File: src/rtl/qm_pkg.sv
// Shared constants, state encoding and the 128-entry cosine table for the
// quadrature up-converter.
package qm_pkg;

  localparam int unsigned IWIDTH_DEF = 16;
  localparam int unsigned OWIDTH_DEF = 8;
  localparam int unsigned NLANE      = 4;
  localparam int unsigned PHW        = 7;
  localparam int unsigned LUTW       = 8;
  localparam int unsigned QUARTER    = 32;
  localparam int unsigned RND_BIAS   = 16384;
  localparam int unsigned RND_SHIFT  = 15;

  typedef enum logic {IDLE, RUN} state_t;

  // round(127*cos(2*pi*k/128)); sine is read a quarter turn behind
  localparam int COS_LUT [128] = '{
     127,  127,  126,  126,  125,  123,  122,  120,
     117,  115,  112,  109,  106,  102,   98,   94,
      90,   85,   81,   76,   71,   65,   60,   54,
      49,   43,   37,   31,   25,   19,   12,    6,
       0,   -6,  -12,  -19,  -25,  -31,  -37,  -43,
     -49,  -54,  -60,  -65,  -71,  -76,  -81,  -85,
     -90,  -94,  -98, -102, -106, -109, -112, -115,
    -117, -120, -122, -123, -125, -126, -126, -127,
    -127, -127, -126, -126, -125, -123, -122, -120,
    -117, -115, -112, -109, -106, -102,  -98,  -94,
     -90,  -85,  -81,  -76,  -71,  -65,  -60,  -54,
     -49,  -43,  -37,  -31,  -25,  -19,  -12,   -6,
       0,    6,   12,   19,   25,   31,   37,   43,
      49,   54,   60,   65,   71,   76,   81,   85,
      90,   94,   98,  102,  106,  109,  112,  115,
     117,  120,  122,  123,  125,  126,  126,  127
  };

endpackage

File: src/rtl/qm_cos_lut.sv
// Registered phase-to-(cos, sin) lookup for one output lane.
module qm_cos_lut
  import qm_pkg::*;
(
  input  logic                   clk,
  input  logic                   rst_n,
  input  logic [PHW-1:0]         ph,
  output logic signed [LUTW-1:0] cos_q,
  output logic signed [LUTW-1:0] sin_q
);

  logic signed [LUTW-1:0] cos_d;
  logic signed [LUTW-1:0] sin_d;
  logic [PHW-1:0]         sin_ph;

  always_comb begin
    sin_ph = ph - PHW'(QUARTER);
    cos_d  = LUTW'(COS_LUT[ph]);
    sin_d  = LUTW'(COS_LUT[sin_ph]);
  end

  always_ff @(posedge clk or negedge rst_n) begin
    if (!rst_n) begin
      cos_q <= '0;
      sin_q <= '0;
    end else begin
      cos_q <= cos_d;
      sin_q <= sin_d;
    end
  end

endmodule

File: src/rtl/qm_upconv.sv
// Quadrature up-converter: holds each I/Q sample INTERP clocks, mixes it with a
// 7-bit NCO and emits four consecutive real passband samples per clock.
module qm_upconv
  import qm_pkg::*;
#(
  parameter int unsigned IWIDTH = IWIDTH_DEF,
  parameter int unsigned OWIDTH = OWIDTH_DEF,
  parameter int unsigned INTERP = 4
) (
  input  logic              CLK,
  input  logic              ARST,
  input  logic              InputValid,
  output logic              InputReady,
  input  logic [IWIDTH-1:0] SigInI,
  input  logic [IWIDTH-1:0] SigInQ,
  input  logic [PHW-1:0]    freq,
  input  logic              newFreq,
  output logic [OWIDTH-1:0] dsp_out0,
  output logic [OWIDTH-1:0] dsp_out1,
  output logic [OWIDTH-1:0] dsp_out2,
  output logic [OWIDTH-1:0] dsp_out3,
  output logic              DataValid,
  output logic              Underrun
);

  localparam int unsigned HW = (INTERP > 1) ? $clog2(INTERP) : 1;
  localparam int unsigned PW = IWIDTH + LUTW;
  localparam int unsigned SW = IWIDTH + LUTW + 1;
  localparam logic [HW-1:0]        HOLD_LAST = HW'(INTERP - 1);
  localparam logic signed [SW-1:0] RND       = SW'(RND_BIAS);
  localparam logic signed [SW-1:0] OMAX      = SW'((2 ** (OWIDTH - 1)) - 1);
  localparam logic signed [SW-1:0] OMIN      = -SW'(2 ** (OWIDTH - 1));

  state_t                 state_q, state_d;
  logic [HW-1:0]          hold_q, hold_d;
  logic                   ready_q, ready_d;
  logic                   underrun_q, underrun_d;
  logic [PHW-1:0]         ph_q, ph_d, freq_q, freq_d;
  logic [PHW-1:0]         ph_now, f_now;
  logic signed [IWIDTH-1:0] i0_q, i0_d, q0_q, q0_d;
  logic signed [IWIDTH-1:0] i1_q, i1_d, q1_q, q1_d;
  logic [PHW-1:0]         lph_q [NLANE];
  logic [PHW-1:0]         lph_d [NLANE];
  logic signed [LUTW-1:0] cos_w [NLANE];
  logic signed [LUTW-1:0] sin_w [NLANE];
  logic signed [PW-1:0]   pc_q [NLANE];
  logic signed [PW-1:0]   pc_d [NLANE];
  logic signed [PW-1:0]   ps_q [NLANE];
  logic signed [PW-1:0]   ps_d [NLANE];
  logic signed [SW-1:0]   sum_w [NLANE];
  logic signed [SW-1:0]   rnd_w [NLANE];
  logic [OWIDTH-1:0]      out_q [NLANE];
  logic [OWIDTH-1:0]      out_d [NLANE];
  logic                   v1_q, v1_d, v2_q, v2_d, valid_q, valid_d;
  logic                   accept, hold_last;

  assign accept    = InputValid & ready_q;
  assign hold_last = (hold_q == HOLD_LAST);

  // Handshake FSM and hold counter
  always_comb begin
    state_d    = state_q;
    hold_d     = hold_q;
    underrun_d = 1'b0;
    i0_d       = i0_q;
    q0_d       = q0_q;
    case (state_q)
      IDLE: begin
        if (accept) begin
          state_d = RUN;
          hold_d  = '0;
          i0_d    = $signed(SigInI);
          q0_d    = $signed(SigInQ);
        end
      end
      RUN: begin
        if (hold_last) begin
          if (accept) begin
            hold_d = '0;
            i0_d   = $signed(SigInI);
            q0_d   = $signed(SigInQ);
          end else begin
            state_d    = IDLE;
            underrun_d = 1'b1;
          end
        end else begin
          hold_d = hold_q + HW'(1);
        end
      end
      default: state_d = IDLE;
    endcase
    ready_d = (state_d == IDLE) || (hold_d == HOLD_LAST);
  end

  // NCO: a newFreq load takes effect for the word registered on the same edge
  always_comb begin
    f_now  = newFreq ? freq : freq_q;
    ph_now = newFreq ? '0 : ph_q;
    freq_d = f_now;
    ph_d   = ph_now;
    for (int unsigned j = 0; j < NLANE; j++) lph_d[j] = lph_q[j];
    if (state_d == RUN) begin
      for (int unsigned j = 0; j < NLANE; j++) lph_d[j] = ph_now + PHW'(j * f_now);
      ph_d = ph_now + PHW'({f_now, 2'b00});
    end else if (state_q == RUN) begin
      ph_d = '0;
    end
  end

  for (genvar j = 0; j < NLANE; j++) begin : g_lane
    qm_cos_lut u_lut (
      .clk   (CLK),
      .rst_n (ARST),
      .ph    (lph_q[j]),
      .cos_q (cos_w[j]),
      .sin_q (sin_w[j])
    );
  end

  // Multiply, then I*cos - Q*sin with round-half-up and saturation
  always_comb begin
    i1_d    = i0_q;
    q1_d    = q0_q;
    v1_d    = (state_q == RUN);
    v2_d    = v1_q;
    valid_d = v2_q;
    for (int unsigned j = 0; j < NLANE; j++) begin
      pc_d[j]  = PW'(i1_q) * PW'(cos_w[j]);
      ps_d[j]  = PW'(q1_q) * PW'(sin_w[j]);
      sum_w[j] = SW'(pc_q[j]) - SW'(ps_q[j]) + RND;
      rnd_w[j] = sum_w[j] >>> RND_SHIFT;
      if (!v2_q)                out_d[j] = '0;
      else if (rnd_w[j] > OMAX) out_d[j] = OWIDTH'(OMAX);
      else if (rnd_w[j] < OMIN) out_d[j] = OWIDTH'(OMIN);
      else                      out_d[j] = OWIDTH'(rnd_w[j]);
    end
  end

  always_ff @(posedge CLK or negedge ARST) begin
    if (!ARST) begin
      state_q    <= IDLE;
      hold_q     <= '0;
      ready_q    <= 1'b1;
      underrun_q <= 1'b0;
      ph_q       <= '0;
      freq_q     <= '0;
      i0_q       <= '0;
      q0_q       <= '0;
      i1_q       <= '0;
      q1_q       <= '0;
      v1_q       <= 1'b0;
      v2_q       <= 1'b0;
      valid_q    <= 1'b0;
      for (int unsigned j = 0; j < NLANE; j++) begin
        lph_q[j] <= '0;
        pc_q[j]  <= '0;
        ps_q[j]  <= '0;
        out_q[j] <= '0;
      end
    end else begin
      state_q    <= state_d;
      hold_q     <= hold_d;
      ready_q    <= ready_d;
      underrun_q <= underrun_d;
      ph_q       <= ph_d;
      freq_q     <= freq_d;
      i0_q       <= i0_d;
      q0_q       <= q0_d;
      i1_q       <= i1_d;
      q1_q       <= q1_d;
      v1_q       <= v1_d;
      v2_q       <= v2_d;
      valid_q    <= valid_d;
      for (int unsigned j = 0; j < NLANE; j++) begin
        lph_q[j] <= lph_d[j];
        pc_q[j]  <= pc_d[j];
        ps_q[j]  <= ps_d[j];
        out_q[j] <= out_d[j];
      end
    end
  end

  assign InputReady = ready_q;
  assign Underrun   = underrun_q;
  assign DataValid  = valid_q;
  assign dsp_out0   = out_q[0];
  assign dsp_out1   = out_q[1];
  assign dsp_out2   = out_q[2];
  assign dsp_out3   = out_q[3];

endmodule

File: config.mk
export PLATFORM = sky130hd
export DESIGN_NAME = qm_upconv
export DESIGN_NICKNAME = d
export VERILOG_FILES = /design/src/rtl/qm_pkg.sv /design/src/rtl/qm_cos_lut.sv /design/src/rtl/qm_upconv.sv
export SDC_FILE = /design/constraint.sdc
export NUM_CORES = 2
export LEC_CHECK = 0
export ABC_CLOCK_PERIOD_IN_PS = 5200
export CORE_MARGIN = 8
export CORE_UTILIZATION = 60
export DETAILED_ROUTE_END_ITERATION = 10
export PLACE_DENSITY = 0.84
export SYNTH_ARGS = -nofsm -noshare
export SYNTH_HDL_FRONTEND = slang
export SYNTH_SLANG_ARGS = --single-unit
export TNS_END_PERCENT = 5
File: constraint.sdc
create_clock -name CLK -period 5.2 [get_ports CLK]
set_clock_uncertainty 0.15 [all_clocks]
set_input_delay 1.04 -clock CLK [delete_from_list [all_inputs] [get_ports CLK]]
set_output_delay 1.04 -clock CLK [all_outputs]
set_load 0.02 [all_outputs]
# Word-level counts from Yosys, hierarchy flattened
# Memory sizes are Yosys's and may differ from the RTL's. A register that Yosys moved wholly into a read port is not among the register bits.
# Cells that the tools add are included.
# op_classes
add_sub_neg,17
n_mul,9
n_lt_le_gt_ge,8
eq_ne,3
n_mux,31
n_bitwise,11
n_reduce_logical,9
# op_table
operator,count
multiplier 16 x 8 -> 24 bit,8
adder 25 x 16 -> 25 bit (second input constant),4
subtractor 24 x 24 -> 25 bit,4
2-to-1 mux 8 bit,12
2-to-1 mux 16 bit,4
inverter 7 -> 8 bit,8
case mux 16 bit (2 select lines),2
greater-than comparator 10 x 8 -> 1 bit (second input constant),4
< comparator 10 x 8 -> 1 bit (second input constant),4
adder 7 bit,4
2-to-1 mux 7 bit,4
subtractor 7 x 6 -> 7 bit (second input constant),4
logical NOT 1 bit,8
multiplier 2 x 7 -> 7 bit (first input constant),1
2-to-1 mux 1 bit,5
== test 2 bit (second input constant),2
2-to-1 mux 2 bit,2
case mux 2 bit (2 select lines),1
adder 2 x 1 -> 2 bit (second input constant),1
!= test 2 x 1 -> 1 bit (second input constant),1
inverter 1 bit,2
case mux 1 bit (2 select lines),1
bitwise AND 1 bit,1
logical OR 1 bit,1
# word_totals
reg_bits,338
mem_bits_ro,32768
input_bits,43
output_inout_bits,35
elab_cells,125
n_memories,8
# mem_list
memory,words,word_bits,rd,rd_ports_with_merged_regs,wr,line_no,rtl
(no name shown),128,32,1,1,0,qm_cos_lut.sv:18,cos_d = LUTW'(COS_LUT[ph]);
(no name shown),128,32,1,1,0,qm_cos_lut.sv:19,sin_d = LUTW'(COS_LUT[sin_ph]);
(no name shown),128,32,1,1,0,qm_cos_lut.sv:19,
(no name shown),128,32,1,1,0,qm_cos_lut.sv:18,
(no name shown),128,32,1,1,0,qm_cos_lut.sv:18,
(no name shown),128,32,1,1,0,qm_cos_lut.sv:19,
+2 memories,-,-,-,-,-,-,

# Longest topological paths before layout
# logic_depth
depth_word,6
mapped_depth,21
ltp_nobuf,20

# Hierarchy
# A second synthesis with hierarchy kept.
# unflattened
hier_cells,6270
area_unflattened_um2,58088.2
# modules_own_cells
module,instances,cells_per_inst,area_each_um2,seq_area_each_um2
qm_upconv,1,5350,50691.1,8409.3
qm_cos_lut,4,230,1849.3,400.4

# Worst setup path before layout
# OpenSTA, ideal clock, no wires.
# synth_path
path_kind,reg2reg
start,register g_lane[2].u_lut.cos_q[7]
end,register pc_q[47] (netlist bit)
setup_ns,0.080
t_arrival_ns,4.731
required_ns,4.970
setup_slack_ns,0.239
stages_incl_launch_ff,20
n_path_buf,1
period_less_slack_ns,4.961
cell_sequence,dfrtp_1 > inv_1 > buf_1 > fa_1 > fa_1 > inv_1 > fa_1 > inv_1 > fa_1 > inv_1 > ha_1 > inv_1 > o21ai_1 > o311a_1 > a41oi_1 > a21oi_1 > a2111oi_0 > o21bai_1 > a21oi_1 > xnor2_1
# synth_rtl
element,line_no,rtl
"start, declared",qm_cos_lut.sv:8,"output logic signed [LUTW-1:0] cos_q,"
"end signal, assigned by index",qm_upconv.sv:176,pc_q[j] <= pc_d[j];
"end, declared",qm_upconv.sv:46,logic signed [PW-1:0] pc_q [NLANE];

==> impl_metrics.py <==
metrics = {
    "global_route": {
        "grt_pass1_vias": 46320,
        "overflow": 0,
        "grt_use_total": 0.2720,
        "antenna_found_initial": 11,
        "grt_pass1_wl_um": 237400,
        "grt_start_max_net_pins": 115,
    },
    "timing": {
        "drv_slew": 0,
        "finalSetupViolations": 0,
        "fin_hold_ws_ns": 0.2067,
        "slew-limit-headroom": 0.2543,
        "period_share": 0.9868,
        "rsz0062_at_grt": "yes",
        "hold_viol_final": 0,
        "fmax_ghz": 0.1949,
        "tightest_slew_ns": 1.107,
        "fin_crit_ns": 5.131,
    },
    "min_path": {
        "hold_path.class": "reg2reg",
    },
    "setup_path": {
        "crit_chain": "clkbuf_16 > and2_1 > fa_1 > fa_1 > fa_1 > inv_1 > fa_1 > inv_1 > ha_1 > or2_2 > a21oi_2 > a21oi_2 > a41o_1 > o41a_1 > a41oi_2 > nor2b_4 > xnor2_1",
        "cp.required_ns": 5.59,
        "start_kind": "register",
        "cpPeakStageDelay_ns": 0.50,
        "crit_family": "adder cells",
        "crit_path_top_delay_cell": "dfrtp_2",
        "worst_setup_path_end_kind": "register",
        "path_max_fanout": 6,
        "critPathKind": "reg2reg",
        "arrival_ns": 5.52,
        "crit_top_cell": "fa_1",
        "timing.critical_path.buf_inv": 3,
    },
    "run_status": {
        "outcome": "finished clean",
    },
    "synth": {
        "ys_async_sr_fraction": 1.000,
        "synth-warning-count": 0,
        "ys_seq_area_frac": 0.1723,
        "synth_edf_count": 0,
        "syn_area_um2": 58110,
        "avgSynthCellArea_um2": 9.216,
        "synth_ff_type": "dfrtp_1",
        "syn-instance-count": 6306,
        "ys_ff_latch": 400,
        "synth_cell_type_count": 89,
        "synth_fp_nets": 7805,
    },
    "route": {
        "drt_iter0_drc": 3656,
        "drt_wl_total_um": 144500,
        "viasPerCell": 5.667,
        "routedWlPerCell_um": 18.79,
        "num_vias": 43570,
        "dr.pass1.iters": 9,
        "drc": 0,
        "antenna_left": 0,
    },
    "cells_and_area": {
        "drive_above_1_share": 0.07554,
        "multiInputGateArea_um2": 42740,
        "layout_common_cells": "1230 x inv_1, 830 x fa_1, 719 x and2_1, 620 x ha_1, 389 x nand2_1",
        "syn_to_final_growth_pct": 9.068,
        "seqCellArea_um2": 10050,
        "final_cells": 7688,
        "final_area_um2": 63380,
        "nets": 7865,
        "final_common_cell": "inv_1",
        "fill_cells": 7105,
    },
    "floorplan": {
        "rows": 114,
        "dieHeight_um": 327.2,
        "core_area_um2": 96280,
        "die_x_um": 327.2,
        "die_area_um2": 107100,
        "io_pins": 78,
        "start_util": 0.6036,
    },
    "clock_network": {
        "insertion_delay_ns": 0.64,
        "clock_sinks": 400,
        "clock_path_buffers": 3,
        "root_buffer": "clkbuf_16",
        "cts_tree": "built",
        "hold_buffers": 0,
        "cts_made_buffers": 51,
        "clk_pin_slew_ns": 0.06,
        "h-tree-depth": 2,
    },
    "place": {
        "gp_congestion": 0.9227,
        "hpwl_um": 114300,
        "place_area_um2": 61160,
        "placed_cells": 7580,
        "port_buffers": 77,
    },
    "run": {
        "cap_violations": 0,
    },
}
[registers in the layout, summed over array words and instances (netlist names)]
name,count
pc_q,96
ps_q,96
g_lane.u_lut.cos_q,32
g_lane.u_lut.sin_q,32
lph_q,26
i0_q,16
i1_q,16
q0_q,16
q1_q,16
dsp_out0,8
dsp_out1,8
dsp_out2,8
dsp_out3,8
freq_q,7
ph_q,7
hold_q,2
DataValid,1
InputReady,1
Underrun,1
state_q,1
v1_q,1
v2_q,1
[worst reg2reg max path, cell delays in order, from the launching register on]
cell and delay [ns]:
dfrtp_2 0.50, clkbuf_16 0.21, and2_1 0.15, fa_1 0.42
fa_1 0.49, fa_1 0.50, inv_1 0.05, fa_1 0.48
inv_1 0.04, ha_1 0.32, or2_2 0.32, a21oi_2 0.15
a21oi_2 0.05, a41o_1 0.29, o41a_1 0.37, a41oi_2 0.23
nor2b_4 0.19, xnor2_1 0.12
[repair_timing]
item	4_1_cts	5_1_grt
resized for setup	9	95
cloned	0	2
setup buffers	0	7
endpoints found under the setup margin	6	37
pin swaps	0	15
[logic make-up (layout without fill, tap and decap cells)]
family,after synthesis,count (layout),share of synthesized area
simple gates,1747,1747,0.1557
other cells,0,5,0
compound gates,863,863,0.09348
fa+ha+maj,1456,1456,0.4211
buf+inv,1504,1605,0.09716
flops,400,400,0.1723
xor+xnor,232,232,0.03522
mux,104,104,0.02513
[per-layer routing]
metal	GRT usage	vias up	share of wire	wire, µm
met1	0.3422	21690	0.40	57400
met5	0	-	0.00050	72
met2	0.4547	1569	0.47	68330
met4	0.1404	10	0.062	8989
li1	-	19890	-	-
met3	0.04286	412	0.067	9657
[synthesized netlist by cell type (54+ instances only)]
library cell  number  share of area
xor2_1            54         0.0081
o21ai_0          185          0.016
ha_1             623           0.13
clkbuf_1         238          0.015
a21oi_1          269          0.023
fa_1             833           0.29
inv_1           1232          0.080
a21o_1            77         0.0099
nor3_1            65         0.0056
nand2_1          389          0.025
dfrtp_1          399           0.17
nand2b_1          54         0.0058
xnor2_1          177          0.027
and2_1           719          0.077
nor2_1           331          0.021
[through the flow]
step | setup TNS [ns] | utilization | setup slack (ns)
after floorplan | 0 | - | 0.2394
after global placement | 0 | 0.6353 | 0.06819
after detailed placement | -0.05808 | 0.6353 | -0.02922
after CTS | 0 | 0.6540 | 0.01126
after global routing | -0.7711 | 0.6582 | -0.1201
final | 0 | 0.6583 | 0.06863
[area by class of cell]
cell class / count / area share
Antenna cell: 5 / 0.0001974
Clock buffer: 62 / 0.02225
Multi-Input combinational cell: 4402 / 0.6743
Clock inverter: 32 / 0.005843
Sequential cell: 400 / 0.1586
Inverter: 1238 / 0.07331
Tap cell: 1276 / 0.02519
Timing Repair Buffer: 273 / 0.04033
[final timing paths]
| path | depth (start not counted) | startpoint | slack, ns | end |
|---|---|---|---|---|
| max | 17 | q1_q[3] | 0.07 | ps_q[20] |
| min | 0 | v1_q | 0.21 | v2_q |
| max reg2reg | 17 | q1_q[3] | 0.07 | ps_q[20] |
| min reg2reg | 0 | v1_q | 0.21 | v2_q |
| max in group asynchronous | 2 | ARST | 3.40 | i1_q[8] |
| min in group asynchronous | 1 | ARST | 0.31 | ps_q[95] |
Power is left out: the tool's default activity adds up to more than one toggle a clock period on the data nets, which glitch-free logic cannot reach.
